`config.mk`:
```
export PLATFORM = sky130hd
export DESIGN_NAME = mem_indirect_seq
export DESIGN_NICKNAME = d
export VERILOG_FILES = /design/src/rtl/mem_indirect_seq_pkg.sv /design/src/rtl/mem_indirect_seq_wait_timer.sv /design/src/rtl/mem_indirect_seq.sv
export SDC_FILE = /design/constraint.sdc
export NUM_CORES = 1
export LEC_CHECK = 0
export BUFFER_PORTS_ARGS = -buffer_cell sky130_fd_sc_hd__buf_2
export CELL_PAD_IN_SITES_DETAIL_PLACEMENT = 1
export CELL_PAD_IN_SITES_GLOBAL_PLACEMENT = 2
export CORE_MARGIN = 5
export CORE_UTILIZATION = 25
export CTS_CLUSTER_SIZE = 25
export DETAILED_ROUTE_END_ITERATION = 8
export HOLD_SLACK_MARGIN = 0.12
export PLACE_DENSITY = 0.85
export SKIP_CTS_REPAIR_TIMING = 1
export SYNTH_ARGS = -nofsm -noshare
export SYNTH_HDL_FRONTEND = slang
export SYNTH_HIERARCHICAL = 1
export SYNTH_SLANG_ARGS = --single-unit
```
`constraint.sdc`:
```
create_clock -name clk -period 4.55 [get_ports clk]
set_clock_uncertainty 0.1 [all_clocks]
set_input_delay 0.2275 -clock clk [delete_from_list [all_inputs] [get_ports clk]]
set_output_delay 0.2275 -clock clk [all_outputs]
set_load 0.02 [all_outputs]
```
`src/rtl/mem_indirect_seq_pkg.sv`:
```
// mem_indirect_seq_pkg: LC-3b opcode type, MEM-stage sequencer states and indirect-phase codes
package lc3b_types;

   typedef enum logic [3:0] {
      op_br   = 4'b0000,
      op_add  = 4'b0001,
      op_ldb  = 4'b0010,
      op_stb  = 4'b0011,
      op_jsr  = 4'b0100,
      op_and  = 4'b0101,
      op_ldr  = 4'b0110,
      op_str  = 4'b0111,
      op_rti  = 4'b1000,
      op_not  = 4'b1001,
      op_ldi  = 4'b1010,
      op_sti  = 4'b1011,
      op_jmp  = 4'b1100,
      op_shf  = 4'b1101,
      op_lea  = 4'b1110,
      op_trap = 4'b1111
   } lc3b_opcode;

   typedef enum logic [1:0] {IDLE, PTR, FINAL, DONE} mem_seq_state_t;

   localparam logic [1:0] IND_PTR   = 2'b00;
   localparam logic [1:0] IND_FINAL = 2'b01;
   localparam logic [1:0] IND_DONE  = 2'b10;

   function automatic logic is_indirect(input lc3b_opcode op);
      return op == op_ldi || op == op_sti;
   endfunction

endpackage

```
`src/rtl/mem_indirect_seq_wait_timer.sv`:
```
// seq_wait_timer: counts memory wait cycles, saturates at WAIT_LIMIT-1 and raises a sticky timeout
//   clk, reset   clock, synchronous active-high reset
//   active       sequencer is waiting on memory (PTR or FINAL)
//   clr          resp seen or state changing this cycle
//   timeout_err  sticky, cleared only by reset
module seq_wait_timer #(
   parameter int WAIT_LIMIT = 64
) (
   input  logic clk,
   input  logic reset,
   input  logic active,
   input  logic clr,
   output logic timeout_err
);

   localparam int W = $clog2(WAIT_LIMIT);
   localparam logic [W-1:0] MAX = W'(WAIT_LIMIT - 1);

   logic [W-1:0] wait_cnt;
   logic         inc;

   assign inc = active && !clr;

   always_ff @(posedge clk) begin
      if (reset) begin
         wait_cnt    <= '0;
         timeout_err <= 1'b0;
      end else begin
         wait_cnt    <= clr ? '0 : (inc && wait_cnt != MAX) ? wait_cnt + 1'b1 : wait_cnt;
         timeout_err <= timeout_err || (inc && wait_cnt == MAX);
      end
   end

endmodule

```
`src/rtl/mem_indirect_seq.sv`:
```
// mem_indirect_seq: MEM-stage sequencer running LDI/STI as pointer fetch + final access
//   op_code, req_valid, addr_in, wdata_in   instruction in MEM stage
//   resp, rdata                             memory completion strobe and read data
//   reset_counter                           clear request from stall logic
//   counter                                 indirect phase 00 ptr fetch, 01 final, 10 complete
//   mem_address                             ptr_q during final access, else addr_in
//   ptr_q, ldata_q                          latched pointer word and final load data
//   busy, timeout_err                       mid-transaction, sticky wait timeout
module mem_indirect_seq
   import lc3b_types::*;
#(
   parameter int DATA_WIDTH = 16,
   parameter int WAIT_LIMIT = 64
) (
   input  logic                  clk,
   input  logic                  reset,
   input  lc3b_opcode            op_code,
   input  logic                  req_valid,
   input  logic [DATA_WIDTH-1:0] addr_in,
   input  logic [DATA_WIDTH-1:0] wdata_in,
   input  logic                  resp,
   input  logic [DATA_WIDTH-1:0] rdata,
   input  logic                  reset_counter,
   output logic [1:0]            counter,
   output logic [DATA_WIDTH-1:0] mem_address,
   output logic [DATA_WIDTH-1:0] ptr_q,
   output logic [DATA_WIDTH-1:0] ldata_q,
   output logic                  busy,
   output logic                  timeout_err
);

   mem_seq_state_t state, st, state_n;
   lc3b_opcode     op_q;
   logic           unused;

   // store data is handled by the datapath; the sequencer only steers the address
   assign unused      = ^wdata_in;
   assign mem_address = counter == IND_FINAL ? ptr_q : addr_in;

   // an upset counter of 11 parks the sequencer in DONE until reset_counter
   always_comb begin
      st      = counter == 2'b11 ? DONE : state;
      state_n = reset_counter ? IDLE :
                st == IDLE    ? (req_valid && is_indirect(op_code) ? PTR : IDLE) :
                st == PTR     ? (resp ? FINAL : PTR) :
                st == FINAL   ? (resp ? DONE : FINAL) : DONE;
   end

   always_ff @(posedge clk) begin
      if (reset) begin
         state   <= IDLE;
         counter <= IND_PTR;
         op_q    <= op_br;
         ptr_q   <= '0;
         ldata_q <= '0;
         busy    <= 1'b0;
      end else begin
         state   <= state_n;
         counter <= state_n == FINAL ? IND_FINAL : state_n == DONE ? IND_DONE : IND_PTR;
         busy    <= state_n == PTR || state_n == FINAL;
         if (st == IDLE && state_n == PTR) op_q <= op_code;
         if (st == PTR && state_n == FINAL) ptr_q <= rdata;
         if (st == FINAL && state_n == DONE && op_q == op_ldi) ldata_q <= rdata;
      end
   end

   seq_wait_timer #(.WAIT_LIMIT(WAIT_LIMIT)) u_timer (
      .clk         (clk),
      .reset       (reset),
      .active      (st == PTR || st == FINAL),
      .clr         (resp || state_n != st),
      .timeout_err (timeout_err)
   );

endmodule

```
==> results.md <==
* Final Hold Vio Count at 0
* First-pass GRT wire length at 9694 microns
* Area grow syn2layout at 39.19%
* Pint at 0.6252 mW
* CTS root buf: clkbuf_8
* Nature of the critical path endpoint: flip-flop
* Sequential fraction of design power at 51.7%
* Global-route usage over all layers at 11.52%
* Final #Nets at 404
* Setup CP Type: flip-flop to flip-flop
* Pwr/cell area at 271.9 nW/um^2
* Post-Syn Area at 2152 sq um
* Min-Delay Path Class: input pin to flip-flop
* Register bit total from synthesis at 48
* Tot Pwr at 0.8146 mW
* CP Launch Type: flip-flop
* H-tree Lvls at 2
* WL final at 6449 microns
* Vias post-DR at 2032
* Yosys Warn Count at 6
* Final Instance Area at 2995 sq um
* Dpl cell area at 2689 sq um
* DIE HEIGHT at 102.8 microns
* P_leak at 1.339 nW
* Data required time at the worst endpoint at 4.60 ns
* Initial antenna violation count at 0
* Tmin final at 3.081 ns
* Largest net degree at the start of global routing at 46
* DRT iter0 DRCs at 69
* Avg Cell Area, Syn at 9.276 sq um
* Vias in the first global route at 1941
* Via density at 4.556
* CTS tree: done
* Register area share after synthesis at 44.65%
* Ports at 109
* Compound-cell area share of the yosys netlist at 9.884%
* Share of flip-flops with an asynchronous set or reset at 0%
* Final period util at 67.72%
* CP Max Fanout at 16
* Antenna Violating Nets Remaining at 0
* Post-synthesis mux area share at 17.21%
* EDFF count, synth at 0
* Clk pin slew, worst setup/hold paths at 0.09 ns
* VDD IR-drop max at 0.0001041 V
* # fillers at 998
* WL per Instance at 14.46 microns
* DIE AREA at 10560 sq um
* First-pass iteration count of the detailed router at 4
* Core Box Area at 8299 sq um
* Simple-Gate Fraction of Synth Area at 19.36%
* Die width at 102.8 microns
* Synth Area in XOR/XNOR at 0.4070%
* Share of the synthesized area in the top cell type at 44.65%
* Switching Power at 0.1894 mW
* Status: finished clean
* Clock tree buffer depth at 2
* Fmax at 0.3245 GHz
* Final slew viol count at 0
* Worst-Skew Late Latency at 0.30 ns
* Hold slack at 0.08880 ns
* Inserted Clock Buffers at 5
* Yosys cell types at 38
* Port Buf Inserts at 92
* Max Cap Violations at 0
* Largest family of logic cells by synthesized area: simple AND/OR/NAND/NOR gates
* Synth area leaders: dfxtp_1 45%, mux2i_1 8.8%, mux2_2 8.4%
* RePlAce Congestion at 0.7591
* Site Rows at 33
* Diodes inserted at 0
* Post-synth top area cell: dfxtp_1
* Clock network power share at 38.9%
* Top_reg_cell synth: dfxtp_1
* GRT overflow at 0
* Mapped Cells at 232
* Final setup TNS at 0 ns
* Share of cells above drive strength 1 at 35.78%
* Combinational share of power at 9.4%
* Rel. slew slack at 34.32%
* Syn nets at 296
* Initial Util at 25.93%
* Slew @ Worst Pin at 0.9852 ns
* Clock sink count at 48
* Commonest cells post-synth: 48 x dfxtp_1, 46 x nand2_1, 21 x a21oi_1, 20 x nor2_1, 19 x mux2i_1
* Switching share of power at 23.25%
* Drt drc at 0
* Adder-cell area share of the yosys netlist at 4.070%
* Worst path arrival time at 3.14 ns
* HPWL Detailed at 4703 microns
* Unrepaired setup endpoints after global routing: false
* Count leader, synth: dfxtp_1
* Setup violators final at 0
## final timing paths
path | to | from | slack, ns | depth (start not counted)
setup reg to reg | ldata_q[2] | counter[0] | 1.47 | 12
hold reg to reg | op_q[2] | op_q[2] | 0.36 | 2
hold / removal | op_q[1] | op_code[1] | 0.09 | 3
setup / recovery | ldata_q[2] | counter[0] | 1.47 | 12
## per-layer routing
metal  share of wire (%)  up-vias  global-route usage [%]  wire (microns)
met1                  42      966                   14.76            2686
li1                    -     1011                       -               -
met5                   0        -                       0               0
met4                 1.1        0                   3.287              68
met2                  52       50                   19.76            3366
met3                 5.1        5                   2.165             327
## power by group through the flow
stage / clock (mW) / sequential (mW) / combinational (mW)
2_1_floorplan: 0 / 0.431 / 0.0318
3_3_place_gp: 0 / 0.431 / 0.0627
3_5_place_dp: 0 / 0.431 / 0.0638
4_1_cts: 0.331 / 0.421 / 0.0641
5_1_grt: 0.348 / 0.422 / 0.0830
6_report: 0.317 / 0.421 / 0.0765
## metrics by stage
step           util, %  instances  worst slack (ns)
5_1_grt          36.09        446             1.200
4_1_cts          33.80        427             1.408
2_1_floorplan        -        232             1.876
6_report         36.09        446             1.469
3_3_place_gp     32.40        419             1.565
3_5_place_dp     32.40        419             1.431
## area by class of cell
type	count	area, sq um	area share, %
Multi-Input combinational cell	166	1102	36.80
Sequential cell	48	960.9	32.08
Timing Repair Buffer	112	658.1	21.97
Tap cell	105	131.4	4.386
Clock buffer	5	68.82	2.297
Clock inverter	3	47.55	1.587
Inverter	7	26.28	0.8772
## layout by cell type, fill, tap and decap left out, types with 2 or more instances in the layout
cell           Yosys  layout
buf_2              3      92
dfxtp_1           48      48
nand2_1           46      46
a21oi_1           21      21
nor2_1            20      20
mux2i_1           19      19
dlygate4sd3_1      0      19
mux2_2            16      16
inv_1              7       7
ha_1               7       7
nand3_1            6       6
clkbuf_8           0       5
nand2b_1           3       3
a31oi_1            3       3
o21bai_1           2       2
clkinv_4           0       2
o21ai_0            2       2
## critical path, stage by stage, from the launching register on
cell and delay (ns):
dfxtp_1 0.34, a21oi_1 0.34, ha_1 0.38, nand2_1 0.07
and4bb_2 0.33, o21bai_1 0.13, inv_1 0.11, ha_1 0.18
nand4b_1 0.16, nor3b_4 0.19, buf_4 0.32, mux2i_1 0.22
nor2_1 0.05
## registers in the layout (all words and copies together), names as in the netlist
name / flops
ldata_q: 16
ptr_q: 16
u_timer/wait_cnt: 6
op_q: 4
counter: 2
state: 2
busy: 1
u_timer/timeout_err: 1
## kinds of logic (layout without fill, tap and decap cells)
| family | count (synthesis) | after routing |
|---|---|---|
| adder cells (fa/ha/maj) | 7 | 7 |
| AND/OR/NAND/NOR | 88 | 88 |
| buffers and inverters | 18 | 127 |
| multiplexers | 35 | 35 |
| XOR/XNOR | 1 | 1 |
| AO/OA/AOI/OAI | 35 | 35 |
| flip-flops | 48 | 48 |
Note: power is estimated with default switching activity, not from simulation.
